--- src/rtl/permute_slice_writer.sv ---
// permute_slice_writer: accepts permuted 25-bit slices over valid/ready,
// buffers them in a 2-entry FIFO and writes them in arrival order to the
// result memory at addresses 0..NUM_SLICES-1, then pulses done.
//
// Handshake semantics (both sides): a transfer happens on a rising clock edge
// exactly when valid and ready are both 1 in the cycle before that edge. The
// sender holds its payload stable while valid=1 and ready=0. Ready never
// depends on valid on the same side.
module permute_slice_writer #(
    parameter int W          = 25,
    parameter int NUM_SLICES = 64,
    parameter int ADDR_W     = 6
) (
    input  logic              clk,
    input  logic              rst,
    input  logic              start,
    input  logic              in_valid,
    input  logic [W-1:0]      in_data,
    output logic              in_ready,
    output logic              mem_wr,
    output logic [ADDR_W-1:0] mem_addr,
    output logic [W-1:0]      mem_data,
    input  logic              mem_ready,
    output logic              busy,
    output logic              done,
    output logic [1:0]        dbg_state,
    output logic [1:0]        dbg_fifo_count
);

    typedef enum logic [1:0] {
        IDLE = 2'd0,
        RUN  = 2'd1,
        DONE = 2'd2
    } state_t;

    localparam logic [ADDR_W:0] NUM_C  = (ADDR_W+1)'(NUM_SLICES);
    localparam logic [ADDR_W:0] LAST_C = (ADDR_W+1)'(NUM_SLICES - 1);

    state_t            state_q, state_d;
    logic [W-1:0]      fifo_q [2];
    logic              rd_ptr_q, rd_ptr_d;
    logic              wr_ptr_q, wr_ptr_d;
    logic [1:0]        count_q, count_d;
    logic [ADDR_W:0]   rcv_cnt_q, rcv_cnt_d;
    logic [ADDR_W:0]   wr_cnt_q, wr_cnt_d;
    logic              push, pop;

    // Handshake decode, next state and counter updates.
    always_comb begin
        state_d   = state_q;
        rd_ptr_d  = rd_ptr_q;
        wr_ptr_d  = wr_ptr_q;
        count_d   = count_q;
        rcv_cnt_d = rcv_cnt_q;
        wr_cnt_d  = wr_cnt_q;

        // Outputs are forced low during reset so no write is issued in the reset cycle.
        in_ready = !rst && (state_q == RUN) && (count_q != 2'd2) && (rcv_cnt_q < NUM_C);
        mem_wr   = !rst && (state_q == RUN) && (count_q != 2'd0);
        busy     = !rst && (state_q == RUN);
        done     = !rst && (state_q == DONE);
        mem_addr = rst ? '0 : wr_cnt_q[ADDR_W-1:0];
        mem_data = fifo_q[rd_ptr_q];

        push = in_valid && in_ready;
        pop  = mem_wr && mem_ready;

        case (state_q)
            IDLE: begin
                if (start) begin
                    state_d   = RUN;
                    rd_ptr_d  = 1'b0;
                    wr_ptr_d  = 1'b0;
                    count_d   = 2'd0;
                    rcv_cnt_d = '0;
                    wr_cnt_d  = '0;
                end
            end
            RUN: begin
                if (push) begin
                    wr_ptr_d  = ~wr_ptr_q;
                    rcv_cnt_d = rcv_cnt_q + 1'b1;
                end
                if (pop) begin
                    rd_ptr_d = ~rd_ptr_q;
                    wr_cnt_d = wr_cnt_q + 1'b1;
                    if (wr_cnt_q == LAST_C) begin
                        state_d = DONE;
                    end
                end
                case ({push, pop})
                    2'b10:   count_d = count_q + 2'd1;
                    2'b01:   count_d = count_q - 2'd1;
                    default: count_d = count_q;
                endcase
            end
            DONE: begin
                state_d = IDLE;
            end
            default: begin
                state_d = IDLE;
            end
        endcase
    end

    // State, pointer and counter registers with synchronous reset.
    always_ff @(posedge clk) begin
        if (rst) begin
            state_q   <= IDLE;
            rd_ptr_q  <= 1'b0;
            wr_ptr_q  <= 1'b0;
            count_q   <= 2'd0;
            rcv_cnt_q <= '0;
            wr_cnt_q  <= '0;
        end else begin
            state_q   <= state_d;
            rd_ptr_q  <= rd_ptr_d;
            wr_ptr_q  <= wr_ptr_d;
            count_q   <= count_d;
            rcv_cnt_q <= rcv_cnt_d;
            wr_cnt_q  <= wr_cnt_d;
        end
    end

    // FIFO storage; contents are only meaningful where count says so, so no reset.
    always_ff @(posedge clk) begin
        if (!rst && push) begin
            fifo_q[wr_ptr_q] <= in_data;
        end
    end

    assign dbg_state      = state_q;
    assign dbg_fifo_count = count_q;

endmodule

--- config.mk ---
export PLATFORM = sky130hd
export DESIGN_NAME = permute_slice_writer
export DESIGN_NICKNAME = d
export VERILOG_FILES = /design/src/rtl/permute_slice_writer.sv
export SDC_FILE = /design/constraint.sdc
export NUM_CORES = 1
export LEC_CHECK = 0
export CAP_MARGIN = 20
export CORE_MARGIN = 1
export CORE_UTILIZATION = 55
export CTS_BUF_LIST = sky130_fd_sc_hd__clkbuf_4
export DETAILED_ROUTE_END_ITERATION = 10
export GPL_TIMING_DRIVEN = 0
export HOLD_SLACK_MARGIN = 0.12
export PLACE_DENSITY_LB_ADDON = 0.25
export REMOVE_ABC_BUFFERS = 1
export SYNTH_ARGS = -nofsm -noshare
export SYNTH_HDL_FRONTEND = slang
export SYNTH_SLANG_ARGS = --single-unit
--- constraint.sdc ---
create_clock -name clk -period 11.85 [get_ports clk]
set_input_delay 2.37 -clock clk [delete_from_list [all_inputs] [get_ports clk]]
set_output_delay 2.37 -clock clk [all_outputs]
set_load 0.02 [all_outputs]
==> results by group, run 1 <==
Synth
  • #FFs+latches synth: between 70 and 80
  • Synth top cells by count: edfxtp_1 (50), mux2_2 (25), dfxtp_1 (21)
  • Area share of the largest cell type after synthesis: 52.82%
  • Prevailing post-synth register cell: edfxtp_1
  • Synth Cell Area: 0.002843 mm²
  • Yosys cell types: 36
  • Post-synthesis area per instance: about 14 µm²
  • Post-synth EDFFs: 50
  • Yosys warning count: 0
  • Mapped Cells: ~210
  • Simple-Gate Fraction of Synth Area: 10.87%
  • Count leader, synth: edfxtp_1
  • Post-synthesis sequential area ratio: 67.61%
  • Synth Area in Compound Gates: around 7.6%
  • Async set-reset flop share out of synthesis: 0%
  • Post-synthesis adder-cell area fraction: 0.8803%
  • Dominant cell type by area after synthesis: edfxtp_1
  • Largest family of logic cells by synthesized area: simple AND/OR/NAND/NOR gates
  • Mux contribution to synthesized area: 10.26%
  • Area contributors post-synth: edfxtp_1 (53%), dfxtp_1 (15%), mux2_2 (9.9%)
  • Post-Synth XOR/XNOR Area: 0.3081%

Floorplanning
  • Die Span Y: between 70 and 80 µm
  • Initial Utilization: 58.63%
  • Die Wd: 73.89 µm
  • I/O pins: 69
  • Std-Cell Rows: 25
  • Die area: 0.005460 mm²
  • Core ar.: 0.004848 mm²

Finish
  • Share of cells above drive strength 1: 16.72%
  • Fin nets: 314
  • Area grow syn2layout: 30.90%
  • Antenna Diode Count: 0
  • FILL cells: between 300 and 400
  • Finished Core Util: between 70% and 80%
  • Final Cell Area: 0.003721 mm²

Global routing
  • Initial antenna violation count: 0
  • Grt ovf: 0
  • Largest net degree at the start of global routing: 26
  • Global-route wire length before repair: 8073 µm
  • GRT Resource Usage Total: 20.28%
  • Vias in the first global route: 1,833

Pwr
  • Psw: just over 100 µW
  • Sw frac: 23.00%
  • VDD IR max: approximately 0.00007 V
  • Combinational power share: 11.1%
  • Total power: 443.6 µW
  • PwrDens: 119.2 mW/mm²
  • Leak pwr: ~0.0012 µW
  • Internal power: 341.6 µW
  • Seq pwr share: 61.3%
  • Clock power share: 27.6%

Worst setup path
  • Reg-to-reg slack, setup: about 9.5 ns
  • RR Endpoint: fifo_q[1][10]
  • Critical path required time: 9.48 ns
  • Critical R2R Launch: dbg_state[0]
  • Startpoint types: input port
  • Crit path capture type: primary output
  • Worst setup path endpoint: in_ready
  • Crit path launch: rst
  • Crit path kind: input port to primary output
  • Arrival @ worst endpoint: 4.52 ns
  • Reg2Reg Depth: 4
  • Critical Path Fanout Max: 15

Timing
  • Max frequency: 145.2 MHz
  • Tmin final: between 6 and 7 ns
  • Setup repair after global routing missed its margin: false
  • Final Setup Violations: 0
  • Final Max Slew Viols: 0
  • Slew @ Worst Pin: 0.7681 ns
  • Final Hold Fails: 0
  • Fin Clk Skew: 0.01127 ns
  • Final period util: just under 60%
  • Worst slew margin: 48.79%
  • Final setup TNS: 0 ns

Drt
  • DR pass1 iterations: 4
  • DR vias: 1,943
  • DRC: 0
  • Vias per cell: 5.489
  • Initial DRC Count: 58
  • Final WL: 5282 µm
  • DRT antenna net count: 0
  • Wire per inst: 14.92 µm

Placed design
  • Post-DP Area: 0.003598 mm²
  • Port Buffer Count: between 60 and 70
  • Post-DP HPWL: around 3800 µm
  • Final GP Congestion: roughly 0.80

Clock tree
  • CTS tree: built
  • Worst-path clk slew: 0.11 ns
  • H-tree depth: 3
  • Worst-Skew Late Latency: 0.39 ns
  • Clock Path Buffers: 2
  • Hold_buf cts: 0
  • CTS Root Cell: clkbuf_4
  • CTS Sinks: approximately 70
  • CTS Buf Count: 9
  • Resize count post-CTS: 0
  • Postcts setup bufs: 0

Run
  • # Max-Cap Violations: 0

Outcome
  • Status: completed

Min path
  • Min-delay worst type: register to register
## per-layer routing
metal	global-route usage, %	part of all wire, %	up-vias
li1	-	-	935
met1	21.44	39	922
met2	36.90	53	74
met3	5.487	6.9	12
met4	10.04	1.6	0
met5	0	0	-
## power by group through the flow
stage	registers [µW]	clock network [µW]	logic, µW
5_1_grt	272	132	52.4
3_5_place_dp	279	0	47.4
3_3_place_gp	279	0	45.7
4_1_cts	273	125	47.6
6_report	272	122	49.2
2_1_floorplan	278	0	21.3
## cell type report
| class | instances | area (µm²) | area share (%) |
|---|---|---|---|
| repair buffers | 73 | 733.2 | 19.70 |
| flip-flops and latches | 71 | 1922 | 51.65 |
| clock buffers | 11 | 82.58 | 2.219 |
| multi-input cells | 122 | 855.8 | 23.00 |
| inverters | 5 | 18.77 | 0.5044 |
| clock inverters | 5 | 25.02 | 0.6725 |
| well taps | 67 | 83.83 | 2.253 |
## logic make-up after synthesis
logic type,count (synthesis)
DFF,71
muxes,26
AOI/OAI and AO/OA,37
xor gates and xnor gates,1
adders and majority gates,2
buffers and inverters,14
and+or+nand+nor,56
## layout by cell type, fill, tap and decap left out, drive strengths merged, types with 5 or more instances in the layout
master and instances:
a21oi 13, buf 5, clkbuf 11, clkdlybuf4s50 68
dfxtp 21, edfxtp 50, inv 5, mux2 25
nand2 8, nand3 5, nor2 8, nor2b 6
o21ai 13, or3 8
## per-stage QoR
stage          std cells  setup WS, ns  hold WS (ns)
2_1_floorplan        198         5.924        0.4243
3_3_place_gp         333         3.786        0.4503
3_5_place_dp         337         4.985        0.4580
4_1_cts              353         4.986        0.4787
5_1_grt              354         4.894        0.5216
6_report             354         4.962        0.4780
## sequential cells by signal (all words and copies together), names as in the netlist, named ones only
signal and cells:
rcv_cnt_q 7, dbg_fifo_count 2, rd_ptr_q 1, dbg_state 2, wr_ptr_q 1, fifo_q 50, wr_cnt_q 7
## critical path, cell delays in order
cell	delay, ns
clkdlybuf4s50_1	0.66
or3b_1	0.62
nor3_1	0.21
clkdlybuf4s50_1	0.65
## worst min-delay path by stage
stage                      from      endpoint  slack [ns]  cells after the start
finish              wr_cnt_q[6]  dbg_state[1]        0.48                      1
global route        wr_cnt_q[6]  dbg_state[1]        0.52                      1
CTS                 wr_cnt_q[6]  dbg_state[1]        0.48                      1
detailed placement  wr_cnt_q[6]  dbg_state[1]        0.46                      1
global placement    wr_cnt_q[6]  dbg_state[1]        0.45                      1
floorplan           wr_cnt_q[6]  dbg_state[1]        0.42                      1
Power figures use the tool's default switching activity.
==> run 2: changes to the inputs <==
--- a/config.mk
+++ b/config.mk
@@ -7,7 +7,7 @@
 export LEC_CHECK = 0
 export CAP_MARGIN = 20
 export CORE_MARGIN = 1
-export CORE_UTILIZATION = 55
+export CORE_UTILIZATION = 51
 export CTS_BUF_LIST = sky130_fd_sc_hd__clkbuf_4
 export DETAILED_ROUTE_END_ITERATION = 10
 export GPL_TIMING_DRIVEN = 0
==> constraint.sdc (replaced) <==
create_clock -name clk -period 6.61 [get_ports clk]
set_input_delay 1.322 -clock clk [delete_from_list [all_inputs] [get_ports clk]]
set_output_delay 1.322 -clock clk [all_outputs]
set_load 0.02 [all_outputs]
==> results by group, run 2 (synthesis results as in run 1) <==
Placed design
  • DP Worst Slack: around 1.8 ns
  • Port Buffer Count: 68
  • Post-DP Area: ~0.0036 mm²
  • Final GP Congestion: 0.7519
  • Post-DP HPWL: 3717 µm

Finish
  • Antenna Diode Count: 0
  • Commonest non-fill, non-tap cell in the layout: clkdlybuf4s50_1
  • Regs by FF count: fifo_q: 50 flops, rcv_cnt_q: 7 flops, wr_cnt_q: 7 flops
  • FILL cells: 362
  • Final Cell Area: 0.003821 mm²
  • Commonest non-fill, non-tap cells in the layout: clkdlybuf4s50_1 (68), edfxtp_1 (50), mux2_2 (25)
  • Biggest register: fifo_q
  • Area grow syn2layout: 34.42%
  • Share of cells above drive strength 1: 16.72%
  • Max FFs per register: 50
  • Fin nets: about 310

Pwr
  • VDD IR max: 0.0001133 V
  • PwrDens: 238.8 mW/mm²
  • Total power: 912.4 µW
  • Leak pwr: 0.001260 µW

Timing
  • WHS: 0.4807 ns
  • Worst slew margin: 45.94%
  • Slew @ Worst Pin: 0.8110 ns
  • Tmin final: between 4 and 5 ns
  • Final Setup Violations: 0
  • Setup ws final: 1.834 ns
  • Final Hold Fails: 0
  • Max frequency: 209.4 MHz
  • Final Max Slew Viols: 0
  • Fin Clk Skew: 0.009418 ns
  • Setup repair after global routing missed its margin: false
  • Final period util: 72.25%

Drt
  • Wire per inst: between 15 and 20 µm
  • Vias per cell: 5.353
  • DR vias: 1,911
  • DR pass1 iterations: 4
  • DRC: 0
  • Initial DRC Count: 82
  • DRT antenna net count: 0
  • Final WL: roughly 5500 µm

Global routing
  • Met2 Track Usage GR: 32.86%
  • Vias in the first global route: roughly 1,800
  • Initial antenna violation count: 0
  • Busiest metal layer after global routing: met2
  • Grt ovf: 0
  • Largest net degree at the start of global routing: 26
  • Met1 Usage GRT: 23.08%
  • GRT Resource Usage Total: 19.44%
  • Global-route wire length before repair: around 8700 µm
  • Grt met3 use: 5.000%

Clock tree
  • CTS Sinks: around 70
  • Resize count post-CTS: 0
  • H-tree depth: 3
  • CTS tree: built
  • Hold_buf cts: 0
  • Worst-Skew Late Latency: 0.40 ns
  • Clock Path Buffers: 2
  • CTS Root Cell: clkbuf_4
  • Worst-path clk slew: approximately 0.11 ns
  • CTS Buf Count: 9
  • Postcts setup bufs: 0

Floorplanning
  • Initial Utilization: between 50% and 60%
  • I/O pins: 69
  • Die Wd: 76.66 µm
  • Core ar.: 0.005238 mm²
  • Die area: 0.005877 mm²
  • Std-Cell Rows: 26
  • Die Span Y: approximately 77 µm

Worst setup path
  • Crit path capture type: primary output
  • Arrival @ worst endpoint: 3.45 ns
  • Startpoint types: input port
  • Critical path required time: 5.29 ns
  • Crit path kind: input port to primary output
  • Critical Path Fanout Max: 15

Min path
  • Min-delay worst type: register to register

Outcome
  • Status: completed

Run
  • # Max-Cap Violations: 0
## run 2: changes by cell type in the layout (fill, tap and decap cells not counted)
cell	before	now
bufinv_16	0	3
buf_16	0	2
buf_8	2	0
clkbuf_4	11	9
clkinv_2	2	1
clkinv_4	0	1
clkinvlp_4	1	0
## run 2: area by class of cell
type	instances	area (µm²)	area share, %
tap	70	87.58	2.292
clock buffer	9	67.56	1.768
timing repair buffer	73	758.2	19.84
sequential	71	1922	50.29
inverter	5	18.77	0.4912
clock inverter	7	111.4	2.914
multi-input combinational	122	855.8	22.40
## run 2: worst max-delay path: stages
cell,delay (ns)
clkdlybuf4s50_1,0.66
or3b_1,0.62
nor3_1,0.22
clkdlybuf4s50_1,0.63
## run 2: routing by layer
| metal | up-vias | share of wire, % | routed length [µm] |
|---|---|---|---|
| met5 | - | 0 | 0 |
| met1 | 900 | 43 | 2373 |
| met2 | 63 | 49 | 2700 |
| li1 | 937 | - | - |
| met3 | 11 | 5.3 | 287 |
| met4 | 0 | 1.8 | 97 |
## run 2: report_power, final
part	total, µW	internal [µW]	switching (µW)
combinational	91.3	49.7	41.7
clock	335	189	146
sequential	486	482	4.46
total	912	721	192
## run 2: metrics by stage
stage          TNS, ns  utilization [%]  std cells
2_1_floorplan        0                -        198
3_3_place_gp    -11.80            67.94        336
3_5_place_dp         0            69.02        340
4_1_cts              0            72.43        356
5_1_grt              0            72.96        357
6_report             0            72.96        357
## run 2: worst paths after layout
kind                     start      endpoint  slack [ns]  cells after the start
setup / recovery           rst      in_ready        1.83                      4
setup reg to reg  dbg_state[0]  fifo_q[1][0]        4.13                      4
hold reg to reg    wr_cnt_q[6]  dbg_state[1]        0.48                      1
hold / removal     wr_cnt_q[6]  dbg_state[1]        0.48                      1
